### src/rtl/layer_sequencer_if.sv
// Handshake bundle between a layer sequencer, its neuron array and the stream neighbours.
// Pure wiring, no latency.
// Ready/valid on the sample and output streams; per-neuron valid pulses toward the layer.
interface layer_sequencer_if #(
  parameter int NN = 30,
  parameter int DW = 16
);
  logic [DW-1:0]    s_data;
  logic             s_valid;
  logic             s_ready;
  logic [NN*DW-1:0] layer_x_in;
  logic [NN-1:0]    layer_x_valid;
  logic [NN*DW-1:0] layer_x_out;
  logic [NN-1:0]    layer_o_valid;
  logic [DW-1:0]    m_data;
  logic             m_valid;
  logic             m_ready;
  logic             m_last;

  // Sequencer side: consumes the sample stream, drives the layer, produces the output stream.
  modport master (
    input  s_data, s_valid,
    output s_ready,
    output layer_x_in, layer_x_valid,
    input  layer_x_out, layer_o_valid,
    output m_data, m_valid, m_last,
    input  m_ready
  );

  // Environment side: sample source, neuron array and downstream sink.
  modport slave (
    output s_data, s_valid,
    input  s_ready,
    input  layer_x_in, layer_x_valid,
    output layer_x_out, layer_o_valid,
    input  m_data, m_valid, m_last,
    output m_ready
  );
endinterface

### src/rtl/layer_sequencer.sv
// Sequences one fully-connected layer: broadcast NUM_WEIGHT samples, collect NN outputs, replay them.
// Latency: accepted sample reaches the layer 1 cycle later; outputs stream from DRAIN entry.
// Backpressure: s_ready only in FEED; DRAIN holds m_data/m_valid while m_ready is low.
module layer_sequencer #(
  parameter int NN         = 30,
  parameter int NUM_WEIGHT = 784,
  parameter int DW         = 16,
  parameter int TIMEOUT    = 1024
) (
  input  logic               clk,
  input  logic               rst,
  layer_sequencer_if.master  bus,
  output logic               busy,
  output logic [1:0]         err
);

  localparam int CW = $clog2(NUM_WEIGHT + 1);
  localparam int IW = (NN > 1) ? $clog2(NN) : 1;
  localparam int TW = $clog2(TIMEOUT + 1);

  localparam logic [1:0] FEED  = 2'b00;
  localparam logic [1:0] WAIT  = 2'b01;
  localparam logic [1:0] DRAIN = 2'b10;

  logic [1:0]    state;
  logic [CW-1:0] in_cnt;
  logic [IW-1:0] idx;
  logic [TW-1:0] wait_cnt;
  logic [NN-1:0] done;
  logic [DW-1:0] cap [NN];

  logic accept;
  logic xfer;
  logic all_done;
  logic timeout_hit;
  logic last_in;

  assign accept      = bus.s_valid & bus.s_ready;
  assign xfer        = bus.m_valid & bus.m_ready;
  assign all_done    = &done;
  assign timeout_hit = (wait_cnt == TW'(TIMEOUT - 1));
  assign last_in     = (in_cnt == CW'(NUM_WEIGHT - 1));

  // Reset is folded into s_ready so no sample can be taken while the block is held in reset.
  assign bus.s_ready = rst & (state == FEED);
  assign bus.m_valid = (state == DRAIN);
  assign bus.m_data  = cap[idx];
  assign bus.m_last  = (state == DRAIN) & (idx == IW'(NN - 1));
  assign busy        = (state == WAIT) | (state == DRAIN);

  // Pass control: count samples in FEED, wait for completion or timeout, then walk the outputs.
  always_ff @(posedge clk or negedge rst) begin
    if (!rst) begin
      state    <= FEED;
      in_cnt   <= '0;
      idx      <= '0;
      wait_cnt <= '0;
    end else begin
      case (state)
        FEED: begin
          if (accept) begin
            if (last_in) begin
              in_cnt   <= '0;
              wait_cnt <= '0;
              state    <= WAIT;
            end else begin
              in_cnt <= in_cnt + CW'(1);
            end
          end
        end
        WAIT: begin
          // Completion wins over a coincident timeout so a late-but-complete layer is not flagged.
          if (all_done || timeout_hit) begin
            state    <= DRAIN;
            idx      <= '0;
            wait_cnt <= '0;
          end else begin
            wait_cnt <= wait_cnt + TW'(1);
          end
        end
        DRAIN: begin
          if (xfer) begin
            if (bus.m_last) begin
              state <= FEED;
              idx   <= '0;
            end else begin
              idx <= idx + IW'(1);
            end
          end
        end
        default: state <= FEED;
      endcase
    end
  end

  // Broadcast register: one-cycle valid pulse per accepted sample, data held between samples.
  always_ff @(posedge clk or negedge rst) begin
    if (!rst) begin
      bus.layer_x_in    <= '0;
      bus.layer_x_valid <= '0;
    end else begin
      bus.layer_x_valid <= accept ? {NN{1'b1}} : '0;
      if (accept) begin
        bus.layer_x_in <= {NN{bus.s_data}};
      end
    end
  end

  // Output capture in WAIT; neurons missing at timeout contribute zero.
  always_ff @(posedge clk or negedge rst) begin
    if (!rst) begin
      done <= '0;
      for (int k = 0; k < NN; k++) begin
        cap[k] <= '0;
      end
    end else if (state == WAIT) begin
      for (int k = 0; k < NN; k++) begin
        if (bus.layer_o_valid[k]) begin
          cap[k] <= bus.layer_x_out[k*DW +: DW];
        end else if (timeout_hit && !done[k]) begin
          cap[k] <= '0;
        end
      end
      done <= (all_done || timeout_hit) ? '0 : (done | bus.layer_o_valid);
    end
  end

  // Sticky error flags, cleared only by reset.
  always_ff @(posedge clk or negedge rst) begin
    if (!rst) begin
      err <= 2'b00;
    end else begin
      if ((state == WAIT) && timeout_hit && !all_done) begin
        err[0] <= 1'b1;
      end
      if (((state == FEED) || (state == DRAIN)) && (|bus.layer_o_valid)) begin
        err[1] <= 1'b1;
      end
    end
  end

endmodule

### src/flat_wrapper.sv
// flat-port wrapper written by rule: the top's interface ports become plain ports
module layer_sequencer_flat 
#(
  parameter int NN         = 30,
  parameter int NUM_WEIGHT = 784,
  parameter int DW         = 16,
  parameter int TIMEOUT    = 1024
)
  (clk, rst, busy, err, bus_s_data, bus_s_valid, bus_s_ready, bus_layer_x_in, bus_layer_x_valid, bus_layer_x_out, bus_layer_o_valid, bus_m_data, bus_m_valid, bus_m_last, bus_m_ready);
  layer_sequencer_if #(.NN(NN), .DW(DW)) bus_i ();
  input  logic clk;
  input  logic rst;
  output logic busy;
  output logic [1:0] err;
  input wire logic [$bits(bus_i.s_data)-1:0] bus_s_data;
  input wire logic [$bits(bus_i.s_valid)-1:0] bus_s_valid;
  output wire logic [$bits(bus_i.s_ready)-1:0] bus_s_ready;
  output wire logic [$bits(bus_i.layer_x_in)-1:0] bus_layer_x_in;
  output wire logic [$bits(bus_i.layer_x_valid)-1:0] bus_layer_x_valid;
  input wire logic [$bits(bus_i.layer_x_out)-1:0] bus_layer_x_out;
  input wire logic [$bits(bus_i.layer_o_valid)-1:0] bus_layer_o_valid;
  output wire logic [$bits(bus_i.m_data)-1:0] bus_m_data;
  output wire logic [$bits(bus_i.m_valid)-1:0] bus_m_valid;
  output wire logic [$bits(bus_i.m_last)-1:0] bus_m_last;
  input wire logic [$bits(bus_i.m_ready)-1:0] bus_m_ready;
  assign bus_i.s_data = bus_s_data;
  assign bus_i.s_valid = bus_s_valid;
  assign bus_s_ready = bus_i.s_ready;
  assign bus_layer_x_in = bus_i.layer_x_in;
  assign bus_layer_x_valid = bus_i.layer_x_valid;
  assign bus_i.layer_x_out = bus_layer_x_out;
  assign bus_i.layer_o_valid = bus_layer_o_valid;
  assign bus_m_data = bus_i.m_data;
  assign bus_m_valid = bus_i.m_valid;
  assign bus_m_last = bus_i.m_last;
  assign bus_i.m_ready = bus_m_ready;
  layer_sequencer #(.NN(NN), .NUM_WEIGHT(NUM_WEIGHT), .DW(DW), .TIMEOUT(TIMEOUT)) u_core (.clk(clk), .rst(rst), .bus(bus_i), .busy(busy), .err(err));
endmodule
### config.mk
export PLATFORM = sky130hd
export DESIGN_NAME = layer_sequencer_flat
export DESIGN_NICKNAME = d
export VERILOG_FILES = /design/src/rtl/layer_sequencer_if.sv /design/src/rtl/layer_sequencer.sv /design/src/flat_wrapper.sv
export SDC_FILE = /design/constraint.sdc
export NUM_CORES = 1
export LEC_CHECK = 0
export ABC_CLOCK_PERIOD_IN_PS = 4940
export BUFFER_PORTS_ARGS = -buffer_cell sky130_fd_sc_hd__buf_4
export CAP_MARGIN = 40
export CORE_AREA = 2 2 416 418
export DETAILED_ROUTE_END_ITERATION = 6
export DIE_AREA = 0 0 418 420
export GPL_ROUTABILITY_DRIVEN = 0
export SYNTH_ARGS = -nofsm -noshare
export SYNTH_HDL_FRONTEND = slang
export SYNTH_SLANG_ARGS = --single-unit
### constraint.sdc
create_clock -name clk -period 4.94 [get_ports clk]
set_input_delay 0.247 -clock clk [delete_from_list [all_inputs] [get_ports clk]]
set_output_delay 0.247 -clock clk [all_outputs]
set_load 0.03 [all_outputs]
==> flow_summary.ini <==
[run_status]
status = complete, no violations

[route]
drt-pass1-iter-count = 7
ant_nets = 0
avgRoutedWirePerCell_um = 24.8
highest_layer = met5
viasPerCell = 4.46
wl_met2_mm = 74.9
drtIter0Drc = 2488
route.met3.wl_mm = 9.63
route.vias.total = 27446
met1_length_mm = 55.5
wl_mm = 153
drc = 0

[place]
placed_cells = 5490
io_buffers = 1061
hpwl_mm = 115

[critical_path]
reg2reg_slack_ns = 1.85
crit_path_max_fanout = 39
reg2reg_from = u_core.idx[0]
path_class = reg -> out
crit_start = u_core.idx[0]
critPathLaunchType = flip-flop
cp_data_arrival_time_ns = 4.10
required_ns = 4.69
end_kind = output pin

[pwr]
internal_power_mw = 16.6
power_density_nw_per_um2 = 669
seqPwrFrac = 0.287
p_sw_mw = 13.9
peakVddDrop_v = 0.000378
p_leak_nw = 24.8
clock_power_share = 0.181
swShare = 0.455
p_comb_frac = 0.533

[clock_network]
clockRootBuffer = clkbuf_16
cts_made_buffers = 66
htreeDepth = 3
cts.path.max_buffers = 3
cts_setup_buffers = 0
clk_pin_slew_ns = 0.06
cts_tree = yes
cts_sinks = 557
clock_latency_ns = 0.69

[layout]
nets = 4370
multi_input_area_um2 = 12000
drive_gt1_frac = 0.359
area_growth_pct = 49.5
n_fill_cell = 17680
final_cell_count_no_fill = 6154
regArea_um2 = 13900

[timing]
maxSlewHeadroom = 0.343
fin_skew_ns = 0.0760
setup_viol = 0
fin_crit_sh = 0.880
slew_viol_final = 0
rsz0062_at_grt = no
hold_violations = 0
period_minus_slack_ns = 4.35
tns_ns = 0
fmax_mhz = 230
tightest_slew_ns = 0.985

[global_route]
grt_pass1_wl_mm = 207
grt_overflow = 0
grt_max_degree = 172
antenna_found_initial = 53
grt_pass1_vias = 27467
grt_usage = 0.166

[floorplan]
die_h_um = 420
rows = 152
fp.dieW_um = 418
io_pins = 1062
start_util = 0.178
die-area_um2 = 176000
core_um2 = 171000

[synthesis]
syn_nets = 3341
netlist_instances = 2804
ys_types = 58
synthArstFlopShare = 1.00
netlist_area_um2 = 30500
syn_avg_cell_area_um2 = 10.9
synth_top_area_frac = 0.457
synth_edf_count = 0
yosys.area.top_type = dfrtp_1
synthFlopType = dfrtp_1
yosysWarnings = 0
synth.area.top_cells = dfrtp_1 (46%), buf_4 (12%), a21o_1 (12%)
synth_seq_cells = 557
synth_sequential_area_ratio = 0.457

[hold_path]
hp-class = in -> reg
hold_start = bus_layer_o_valid[6]

[flow_run]
max_cap_viol_count = 0
## cells in the final DEF, fill, tap and decap left out, types with 10 or more instances in the layout
cell type      Yosys  layout
clkbuf_16          0      66
buf_4            494    1116
and3_1           488     488
dlygate4sd3_1      0     508
buf_16             0      17
diode_2            0      35
a211oi_1          17      17
a22o_1            38      38
clkbuf_8           0      11
bufinv_16          0      10
o21ai_0           18      18
o22ai_1           18      18
clkinv_2           0      10
a2111oi_0         16      16
nand3_1           11      11
o21ai_1           30      23
mux4_2            96      96
dfrtp_1          557     555
mux2i_1           81      81
nor2_1            95      94
nand2_1           61      61
buf_8              0      10
nand4_1           16      16
a21o_1           481     481
## worst paths after layout
path	to	cells past startpoint
min in group asynchronous	u_core.cap[439]	2
worst max-delay path	bus_m_data[1]	7
worst min-delay path	u_core.done[6]	2
worst max register to register	u_core.state[0]	9
worst min register to register	u_core.err[1]	1
max in group asynchronous	u_core.cap[125]	4
## power by group through the flow
| stage | registers [mW] | clock network (mW) | logic, mW |
|---|---|---|---|
| after floorplan | 8.03 | 0 | 11.7 |
| after global placement | 9.10 | 0 | 14.9 |
| after detailed placement | 8.69 | 0 | 16.0 |
| after CTS | 8.65 | 5.63 | 16.3 |
| after global routing | 8.89 | 5.81 | 17.1 |
| final | 8.74 | 5.50 | 16.2 |
## cell usage after synthesis (all sizes together) (2+ instances only)
library cell / instances
buf: 570
nand2: 61
o22ai: 18
nor3: 2
o31ai: 4
and2: 2
a2111oi: 16
nand2b: 5
a22o: 38
ha: 7
and3: 488
a21o: 481
nor2: 97
xor2: 3
mux2i: 81
a211oi: 17
dfrtp: 557
xnor2: 5
inv: 9
nor4: 8
a21oi: 4
nand4: 16
nor2b: 4
o21a: 2
nand3: 12
o21ai: 50
o211ai: 2
clkbuf: 129
a31o: 3
mux4: 96
or4: 2
mux2: 3
## through the flow
| step | cell area [um^2] | power, mW | setup slack, ns | hold slack, ns | util |
|---|---|---|---|---|---|
| 5_1_grt | 45600 | 31.8 | 0.347 | 0.0423 | 0.266 |
| 6_report | 45600 | 30.5 | 0.592 | 0.0690 | 0.267 |
| 3_5_place_dp | 38000 | 24.6 | 1.20 | 0.213 | 0.222 |
| 2_1_floorplan | 30500 | 19.7 | 2.57 | -0.0486 | - |
| 3_3_place_gp | 37200 | 24.0 | 1.21 | 0.208 | 0.218 |
| 4_1_cts | 45500 | 30.6 | 0.430 | 0.00107 | 0.266 |
## timing repair
action / in CTS / in global routing
hold buffers: 508 / 0
gates resized for setup: 0 / 0
endpoints found under the hold margin: 571 / 0
## flip-flops by register name (all words and copies together) (netlist names)
name	cells
u_core.in_cnt	10
u_core.idx	5
u_core.cap	480
u_core.done	30
u_core.err	2
u_core.bus.layer_x_valid	1
u_core.wait_cnt	11
u_core.bus.layer_x_in	16
u_core.state	2
## worst max-delay path, cell delays in order, from the launching register on
cell	delay, ns
dfrtp_4	0.94
buf_12	0.33
mux4_2	0.57
mux2i_1	0.59
nor2_1	0.22
a2111oi_0	0.39
nor2_1	0.13
buf_4	0.20
## layer usage
| layer | vias to the layer above | global-route usage |
|---|---|---|
| met5 | - | 0 |
| met4 | 20 | 0.134 |
| met3 | 426 | 0.0293 |
| met2 | 1520 | 0.277 |
| met1 | 13829 | 0.187 |
| li1 | 11651 | - |
## logic make-up after synthesis
logic type | share of synthesized area
xor+xnor | 0.00230
mux | 0.0986
buf+inv | 0.151
simple gates | 0.133
flops | 0.457
fa+ha+maj | 0.00287
compound gates | 0.156
## area by class of cell
type	instances	share of cell area
antenna	35	0.00192
clock inverter	38	0.0139
inverter	9	0.000741
timing repair buffer	1660	0.313
tap	2233	0.0613
sequential	557	0.306
multi-input combinational	1539	0.263
clock buffer	83	0.0400
No activity file was read; power rests on OpenSTA's default activity.
